[src/rtl/ws2812_driver.sv]
// WS2812 single-wire NRZ serialiser: sends one {G,R,B} word LED_COUNT times per frame,
// then holds the line low for the latch gap before accepting the next colour.
module ws2812_driver #(
   parameter int LED_COUNT = 1,
   parameter int T0H_CYC   = 5,
   parameter int T1H_CYC   = 10,
   parameter int TBIT_CYC  = 15,
   parameter int TRST_CYC  = 720
) (
   input  logic       clk,
   input  logic       reset,
   input  logic [7:0] red,
   input  logic [7:0] green,
   input  logic [7:0] blue,
   input  logic       valid,
   output logic       ready,
   output logic       busy,
   output logic       dout
);

   localparam int PH_W  = $clog2(TBIT_CYC);
   localparam int PIX_W = (LED_COUNT > 1) ? $clog2(LED_COUNT) : 1;
   localparam int LAT_W = (TRST_CYC > 1) ? $clog2(TRST_CYC) : 1;

   localparam logic [PH_W-1:0]  PH_LAST  = PH_W'(TBIT_CYC - 1);
   localparam logic [PIX_W-1:0] PIX_LAST = PIX_W'(LED_COUNT - 1);
   localparam logic [LAT_W-1:0] LAT_LAST = LAT_W'(TRST_CYC - 1);

   if (!(T0H_CYC > 0 && T0H_CYC < T1H_CYC && T1H_CYC < TBIT_CYC &&
         TRST_CYC >= 1 && LED_COUNT >= 1)) begin : g_param_check
      $error("ws2812_driver: invalid timing parameters");
   end

   typedef enum logic [1:0] {LATCH, IDLE, SEND} state_t;

   state_t            state_q, state_d;
   logic [PH_W-1:0]   phase_q, phase_d;
   logic [4:0]        bit_q, bit_d;
   logic [PIX_W-1:0]  pix_q, pix_d;
   logic [LAT_W-1:0]  lat_q, lat_d;
   logic [23:0]       word_q, word_d;
   logic              dout_q, dout_d;
   logic              accept;

   function automatic logic [PH_W-1:0] high_len(input logic b);
      return b ? PH_W'(T1H_CYC) : PH_W'(T0H_CYC);
   endfunction

   assign accept = (state_q == IDLE) && valid;

   always_comb begin
      state_d = state_q;
      phase_d = phase_q;
      bit_d   = bit_q;
      pix_d   = pix_q;
      lat_d   = lat_q;
      word_d  = accept ? {green, red, blue} : word_q;
      case (state_q)
         LATCH: begin
            if (lat_q == LAT_LAST) begin
               state_d = IDLE;
               lat_d   = '0;
            end else begin
               lat_d = lat_q + 1'b1;
            end
         end
         IDLE: begin
            if (valid) begin
               state_d = SEND;
               phase_d = '0;
               bit_d   = 5'd23;
               pix_d   = '0;
            end
         end
         SEND: begin
            if (phase_q == PH_LAST) begin
               phase_d = '0;
               if (bit_q == 5'd0) begin
                  bit_d = 5'd23;
                  if (pix_q == PIX_LAST) begin
                     state_d = LATCH;
                     pix_d   = '0;
                     lat_d   = '0;
                  end else begin
                     pix_d = pix_q + 1'b1;
                  end
               end else begin
                  bit_d = bit_q - 1'b1;
               end
            end else begin
               phase_d = phase_q + 1'b1;
            end
         end
         default: state_d = LATCH;
      endcase
      // dout is computed from next-state values so the registered line tracks phase with no lag
      dout_d = (state_d == SEND) && (phase_d < high_len(word_d[bit_d]));
   end

   always_ff @(posedge clk or negedge reset) begin
      if (!reset) begin
         state_q <= LATCH;
         phase_q <= '0;
         bit_q   <= '0;
         pix_q   <= '0;
         lat_q   <= '0;
         dout_q  <= 1'b0;
      end else begin
         state_q <= state_d;
         phase_q <= phase_d;
         bit_q   <= bit_d;
         pix_q   <= pix_d;
         lat_q   <= lat_d;
         dout_q  <= dout_d;
      end
   end

   // colour word is pure data; it is only ever read after an accept has loaded it
   always_ff @(posedge clk) begin
      word_q <= word_d;
   end

   assign ready = (state_q == IDLE);
   assign busy  = (state_q == SEND);
   assign dout  = dout_q;

endmodule

[config.mk]
export PLATFORM = sky130hd
export DESIGN_NAME = ws2812_driver
export DESIGN_NICKNAME = d
export VERILOG_FILES = /design/src/rtl/ws2812_driver.sv
export SDC_FILE = /design/constraint.sdc
export NUM_CORES = 1
export LEC_CHECK = 0
export CORE_MARGIN = 1
export CORE_UTILIZATION = 25
export CTS_CLUSTER_DIAMETER = 60
export DETAILED_ROUTE_END_ITERATION = 7
export GPL_TIMING_DRIVEN = 0
export HOLD_SLACK_MARGIN = 0.05
export PLACE_DENSITY = 0.47
export SLEW_MARGIN = 30
export SYNTH_ARGS = -nofsm -noshare
export SYNTH_HDL_FRONTEND = slang
export SYNTH_SLANG_ARGS = --single-unit
[constraint.sdc]
create_clock -name clk -period 3.2 [get_ports clk]
set_input_delay 0.48 -clock clk [delete_from_list [all_inputs] [get_ports clk]]
set_output_delay 0.48 -clock clk [all_outputs]
set_load 0.02 [all_outputs]
# After elaboration in Yosys (flattened, before gate mapping)

Index checks and enable logic that the tools add are counted.

$add $sub $neg: 4
$lt $le $gt $ge: 2
Equal/unequal tests: 9
Mux-type cells: 27
Reduce and logical (&&, ||, !) cells: 8

Operator list:

| kind                                                        | number |
|---|---|
| two-way mux 10 bit                                          | 4 |
| two-way mux 24 bit                                          | 1 |
| one-hot mux 10 bit (2 select lines)                         | 1 |
| two-way mux 5 bit                                           | 3 |
| two-way mux 4 bit                                           | 3 |
| adder 10 x 1 -> 10 bit (second input constant)              | 1 |
| == test 10 bit (second input constant)                      | 1 |
| two-way mux 2 bit                                           | 5 |
| one-hot mux 5 bit (2 select lines)                          | 1 |
| one-hot mux 4 bit (2 select lines)                          | 1 |
| AND reduction 4 bit                                         | 2 |
| less-than comparator 5 x 6 -> 1 bit (second input constant) | 1 |
| one-hot mux 2 bit (3 select lines)                          | 1 |
| binary-select mux 1 bit (select 5 bit)                      | 1 |
| logical NOT 5 bit                                           | 1 |
| two-way mux 1 bit                                           | 5 |
| subtractor 5 x 1 -> 5 bit (second input constant)           | 1 |
| adder 4 x 1 -> 4 bit (second input constant)                | 1 |
| == test 2 bit (second input constant)                       | 2 |
| == test 4 bit (second input constant)                       | 1 |
| less-than comparator 4 bit                                  | 1 |
| != test 2 x 1 -> 1 bit (second input constant)              | 2 |
| != test 2 bit (second input constant)                       | 2 |
| nonzero test 2 bit                                          | 2 |
| 5 further kinds                                             | 6 |

Register bits: 47
Output and inout port bits: 3
Word-level logic and storage cells: 57

# Depth between registers and ports, before layout

Depth after elaboration: 9
Depth in mapped cells: 17

# Least setup slack after synthesis

Ideal clock, no wire load.

Kind: flip-flop to flip-flop
From: reg state_q[0]
To: reg dout_q (netlist: dout)
Library setup time: 119 ps
Arrival: 3318 ps
Data required time: 3081 ps
Slack: -236 ps
Cell stages (with the launch flop): 16
Path buffers: 0
Clock period less this slack: 3436 ps
Path through: dfrtp_1 inv_1 ha_1 a21oi_1 o22ai_4 nor2_4 mux2_2 a2bb2o_4 a221oi_2 a221oi_2 mux2_2 ha_1 a21o_1 nand2_1 a41oi_1 a21bo_1

Word-level cells in the longest chain between the ends: 8
Elaborated cells on any way between the ends: 19

RTL lines:

| item                                    | RTL line | source |
|---|---|---|
| from (decl)                             | 36       | `state_t state_q, state_d;` |
| from (signal assigned)                  | 109      | `state_q <= state_d;` |
| == test 2 x 1 -> 1 bit                  | 49, 58   |  |
| logical AND 1 bit                       | 49       | `assign accept = (state_q == IDLE) && valid;` |
| two-way mux 24 bit                      | 57       | `word_d = accept ? {green, red, blue} : word_q;` |
| binary-select mux 1 bit (select 5 bit)  | 97       | `dout_d = (state_d == SEND) && (phase_d < high_len(word_d[bit_d]));` |
| two-way mux 1 bit (implied by the code) | 97       |  |
| two-way mux 4 bit                       | 46       | `return b ? PH_W'(T1H_CYC) : PH_W'(T0H_CYC);` |
| less-than comparator 4 bit              | 97       |  |
| logical AND 1 bit *                     | 97       |  |
| net dout_d                              | 42       | `logic dout_q, dout_d;` |
| to (signal assigned)                    | 114      | `dout_q <= dout_d;` |
| to (decl)                               | 42       |  |

Mark *: on every way through the listed nets, which the timed path passes. The rest lies on a longest branch. The select of a mux whose other input is x is not followed.
A chain may end at the register's enable or synchronous reset.

# Worst setup path after layout

From: reg state_q[0]
To: reg dout_q (netlist: dout)

Elaborated cells on any way between the ends: 19

RTL lines:

| item                                                    | RTL line | source |
|---|---|---|
| == test 2 bit or == test 2 x 1 -> 1 bit (tied branches) | 58       | `case (state_q)` |
| one-hot mux 5 bit (2 select lines) *                    | 58       |  |
| net bit_d[0]                                            | 38       | `logic [4:0] bit_q, bit_d;` |
| binary-select mux 1 bit (select 5 bit) *                | 97       |  |
| two-way mux 1 bit (implied by the code) *               | 97       |  |
| two-way mux 4 bit *                                     | 46       |  |
| less-than comparator 4 bit *                            | 97       |  |
| logical AND 1 bit *                                     | 97       |  |
| net dout_d                                              | 42       |  |

Marks and branches as above.

==> results by group <==
Place
  – Port bufs: 29
  – Placed Instances: between 400 and 500
  – HPWL after DPL: around 4100 um
  – DP Worst Slack: -0.666 ns
  – GPL Wtd Cong: roughly 0.84

Clock tree
  – Reg clk slew, reported paths: ~0.11 ns
  – CTS Sinks: 46
  – Clock latency on the worst-skew pair: just over 0.3 ns
  – CTS Buffer Depth: 2
  – TritonCTS clock tree: done
  – Num CTS Buffers: 5
  – H-tree depth: 2
  – Root buffer selected by CTS: clkbuf_8

Synthesis
  – Post-synthesis async set-or-reset flop share: roughly 48%
  – Ys Warns: 0
  – Mapped Cells: approximately 240
  – FF+latch count, synth: 46
  – EDFF count, synth: 0
  – Ys flop type: dfxtp_1
  – Synth Net Count: 280
  – Post-synthesis sequential area ratio: between 40% and 50%
  – Syn_area_per_cell: about 10 um2
  – Library cells used by synthesis: 59
  – Synthesized area: approximately 0.0025 mm2

Drt
  – WL per Instance: between 10 and 15 um
  – Final wirelength: 5590 um
  – DRC violations left: 0
  – 1st-pass router iterations: 4
  – Final ANT Viol Nets: 0
  – Vias: roughly 1,900
  – Initial drt markers: 70
  – Vias per inst: between 4 and 5

Flow run
  – Max cap viols: 0

Worst setup path
  – Crit Path Category: reg2reg
  – CP Max Fanout: 6
  – Worst reg2reg startpoint: state_q[0]
  – Worst Path Required: between 3 and 4 ns
  – Reg2Reg Depth: 16
  – CP Data Arrival Time: about 3.8 ns
  – Crit. End Element: flop
  – CP Launch Type: flop
  – Reg2Reg Setup Slack: -0.30 ns
  – R2r endpoint: dout

Global route
  – Total gr overflow: 0
  – Initial antenna violation count: 0
  – Largest net degree at the start of global routing: 23
  – Vias in the first global route: around 1,900
  – Gr usage total: a little under an eighth
  – First-pass GRT wire length: about 9400 um

Power and ir drop
  – Lkg Pwr: between 1 and 1.5 nW
  – IR drop worst, VDD: 0.196 mV
  – PD cells: ~320 mW/mm2
  – Design Power: about 1 mW

Cells and area
  – Nets: 317
  – Layout area overhead: 25.8%
  – Final core utilization: roughly a third
  – Ant. Diodes: 0
  – Layout cells sized above 1: approximately a quarter
  – Most frequent cells in the layout: 28 x clkdlybuf4s50_1, 24 x dfxtp_1, 21 x mux2_2, 21 x dfrtp_1, 16 x o21ai_0
  – Post-route insts no fill: between 400 and 500
  – Commonest non-fill, non-tap cell in the layout: clkdlybuf4s50_1

Timing
  – Fmax: between 200 and 300 MHz
  – Crit share post-route: 110%
  – Worst Tran Pin Value: ~0.61 ns
  – Final Hold Fails: 0
  – Layout Skew: approximately 0.012 ns
  – RSZ-0062 raised after global routing: yes
  – Setup WS post-layout: -0.305 ns
  – Fin crit period: approximately 3.5 ns
  – Final Max Tran Viols: 0
  – Worst slew margin: 58.9%
  – Final setup fails: 1

Floorplan
  – Ports: 30
  – Initial Util: 25.8%
  – Core Footprint: around 0.01 mm2
  – Die span in x: 102 um
  – Die Ht: a little over 100 um
  – Die area: 0.0104 mm2
  – Site Rows: 36

Min path
  – Worst hold-check path type: in2async

Outcome
  – Status: complete, but fails checks
  – Failing checks: setup timing
## critical path, stage by stage, from the launching register on
cell and delay [ns]:
dfrtp_2 0.44, inv_2 0.07, ha_4 0.29, and2b_2 0.21
o221ai_2 0.13, a311oi_4 0.30, inv_2 0.13, nand2_2 0.11
a2bb2o_4 0.21, a221oi_2 0.20, a221oi_2 0.12, mux2_4 0.30
ha_4 0.22, a21o_1 0.20, a2111oi_2 0.27, a41oi_2 0.05
a21bo_1 0.19
## layer usage
| layer | up-vias | global-route usage [%] | part of all wire (%) |
|---|---|---|---|
| met1 | 940 | 15.2 | 47 |
| met5 | - | 0 | 0 |
| met3 | 6 | 2.39 | 3.2 |
| met2 | 33 | 19.1 | 48 |
| li1 | 963 | - | - |
| met4 | 0 | 3.74 | 1.4 |
## final cells by class
cell class	count	area, um2
plain buffers	7	50.0
well taps	133	166
repair buffers	30	293
flip-flops and latches	46	1030
clock buffers	5	68.8
inverters	13	48.8
clock inverters	3	28.8
multi-input cells	178	1470
fillers	1037	6570
## flip-flops by register name (all words and copies together) (netlist names)
name / flops
dout: 1
word_q: 24
state_q: 2
phase_q: 4
lat_q: 10
bit_q: 5
## synthesized netlist by cell type (all sizes together) (3+ instances only)
master,count,area (um2)
mux2i,9,90.1
o21ai,18,90.1
o31ai,3,22.5
a221oi,3,45.0
nor2b,4,25.0
nor2,16,67.6
ha,9,113
buf,5,33.8
nand3,11,60.1
and3,4,30.0
a21oi,10,50.1
dfrtp,22,551
nand2,14,57.6
nor3,12,70.1
mux2,25,285
dfxtp,24,480
nand2b,5,31.3
inv,13,48.8
## per-stage QoR
stage	hold slack, ns	TNS, ns	area [um2]
after floorplan	0.184	-0.0540	2580
after global placement	0.447	-0.680	3030
after detailed placement	0.447	-0.666	3030
after CTS	0.151	-0.308	3140
after global routing	0.161	-0.521	3160
final	0.134	-0.305	3160
## worst max-delay path by stage
stage | start | to | slack, ns | depth (start not counted)
after global routing | state_q[1] | dout | -0.52 | 16
final | state_q[0] | dout | -0.30 | 16
after detailed placement | valid | dout | -0.67 | 14
after floorplan | state_q[0] | dout | -0.05 | 15
after global placement | valid | dout | -0.68 | 14
after CTS | state_q[0] | dout | -0.31 | 16
## cell families after synthesis
| logic type | Yosys count | synth area share, % |
|---|---|---|
| flops | 46 | 41.1 |
| compound gates | 53 | 16.9 |
| buf+inv | 20 | 3.59 |
| mux | 34 | 15.0 |
| simple gates | 80 | 18.2 |
| xor+xnor | 2 | 0.698 |
| fa+ha+maj | 9 | 4.49 |
## power breakdown
group          switching (mW)  internal, mW  total [mW]
sequential                  0         0.576       0.576
clock                   0.233         0.164       0.397
combinational          0.0121        0.0281      0.0402
total                   0.246         0.768        1.01
## timing repair
item | in CTS | in global routing
setup buffers | 0 | 1
hold endpoints to repair | 0 | 0
hold buffers | 0 | 0
gates resized for setup | 4 | 1
pin swaps | 0 | 1
endpoints found under the setup margin | 1 | 1
(Power assumes the default switching activity.)
==> RTL edit (same settings) <==
Change the parameter `TBIT_CYC` from 15 to 17.
--- a/src/rtl/ws2812_driver.sv
+++ b/src/rtl/ws2812_driver.sv
@@ -5,5 +5,5 @@
    parameter int T0H_CYC   = 5,
    parameter int T1H_CYC   = 10,
-   parameter int TBIT_CYC  = 15,
+   parameter int TBIT_CYC  = 17,
    parameter int TRST_CYC  = 720
 ) (
Formal check against the unedited RTL: no difference found for any inputs over 10 cycles, from zero or initial values and one cycle with reset low; that may be too few to reach the edited logic, so the function may still have changed.
==> RTL edit against the original RTL <==
The flow still finishes with violations (setup timing). Wire length is 12% higher. Via count is 8.9% higher. Sequential cell count increased by 1. Synthesized cell count rose by 3.7%. Design area up 7.8%. Count of clock-buffer cells in the layout did not move. Worst setup slack worse by 0.084 ns. Area after synthesis rose by 1.8%. Final cell count grew 5.8%. Sequential share of layout area down 1.6 points. Utilization up 2.2 points. Global-route usage rose by 0.85 points. Critical path type unchanged. Critical endpoint unchanged.
Power is not compared: it rests on default switching activity, and its combinational part moved more than twofold at a synthesized area within 25%.
==> RTL edit: results (changes against the original RTL) <==
stage	metric	value	unit	change
drt	DRT iter0 DRCs	63		-10%
timing	final hold slack	0.146	ns	+0.0121 ns
synth	post-synthesis cell type count	55		-6.8%
global_route	M3 GR Usage	2.78	%	+0.39 points
setup_path	r2r worst-path depth	18		+2
synth	Synth top cells by count	dfxtp_1, dfrtp_1, mux2_2, nand2_1, inv_1		
setup_path	Worst Path Arrival	3.78	ns	+0.03 ns
clock_tree	Clock transition at path regs	0.11	ns	about the same
drt	Total Routed Length	6240	um	+12%
outcome	status	complete, but fails checks		
drt	vias after detailed routing	2115		+8.9%
power_and_ir_drop	Max IR drop VDD	0.248	mV	
synth	Synth Area in Adders	4.41	%	-0.081 points
timing	final setup vio count	1		unchanged
timing	worst setup margin	-0.389	ns	-0.0839 ns
global_route	largest net degree at the start of global routing	24		+4.3%
cells_and_area	Final nets	341		+7.6%
setup_path	CP max stage delay	0.46	ns	+0.02 ns
setup_path	CP max stage cell	dfrtp_2		
global_route	global-route wire length before repair	10200	um	+8.5%
cells_and_area	fill count	1070		+3.2%
clock_tree	later-pin clock latency in the skew report	0.31	ns	about the same
synth	Synth Area in Compound Gates	19.9	%	+2.9 points
global_route	M2 GR Usage	20.8	%	+1.7 points
placement	post-DP HPWL	4410	um	+6.6%
synth	Synth area leaders	dfrtp_1, dfxtp_1, mux2_2		
synth	ys async rst share	48.9	%	+1.1 points
synth	post-synthesis mux area share	14.8	%	-0.12 points
synth	Seq/Total Area, Yosys	41.3	%	+0.24 points
synth	Synth Area in XOR/XNOR	0.685	%	-0.013 points
placement	routability congestion estimate	0.800		-5.0%
cells_and_area	biggest regs	word_q (24), lat_q (10)		
cells_and_area	share of cells above drive strength 1	29.4	%	+3.5 points
synth	syn_nets	289		+3.2%
outcome	failing checks	setup timing		
==> RTL edit: worst max path at each step <==
stage,from,to,slack [ns],cells after the start
2_1_floorplan,state_q[0],dout,-0.08,17
4_1_cts,state_q[1],dout,-0.41,16
3_3_place_gp,valid,dout,-1.06,17
3_5_place_dp,valid,dout,-1.00,16
5_1_grt,state_q[0],dout,-0.56,18
6_report,state_q[0],dout,-0.39,18
==> RTL edit: report_power, final <==
part           switching, W  internal (W)
sequential         0.000108      0.000815
combinational      0.000618      0.000602
clock              0.000235      0.000163
total              0.000961       0.00158
==> RTL edit: timing repair <==
item,CTS,global route
pin swaps,11,10
buffers inserted,13,3
gates resized for setup,25,10
endpoints found under the setup margin,1,1
==> RTL edit: metrics by stage <==
step	setup WS, ns	instances	setup TNS [ns]
3_3_place_gp	-1.06	415	-1.06
5_1_grt	-0.560	439	-0.560
6_report	-0.389	439	-0.389
4_1_cts	-0.410	436	-0.410
2_1_floorplan	-0.0767	253	-0.0767
3_5_place_dp	-1.00	415	-1.00
==> RTL edit: area by class of cell <==
cell class / count / area (um2) / share of cell area (%)
buffer: 6 / 38.8 / 1.14
inverter: 20 / 82.6 / 2.43
clock inverter: 3 / 26.3 / 0.772
multi-input combinational: 180 / 1560 / 45.8
tap: 133 / 166 / 4.89
sequential: 47 / 1060 / 31.1
timing repair buffer: 45 / 404 / 11.9
clock buffer: 5 / 68.8 / 2.02
==> RTL edit: layer usage <==
| layer | wire (um) | up-vias |
|---|---|---|
| li1 | - | 1034 |
| met5 | 0 | - |
| met4 | 34 | 0 |
| met3 | 254 | 2 |
| met1 | 2960 | 1041 |
| met2 | 3000 | 38 |
==> RTL edit: logic make-up after synthesis <==
| kind of cell | after synthesis |
|---|---|
| compound gates | 67 |
| xor+xnor | 2 |
| fa+ha+maj | 9 |
| buf+inv | 26 |
| flops | 47 |
| mux | 35 |
| simple gates | 67 |
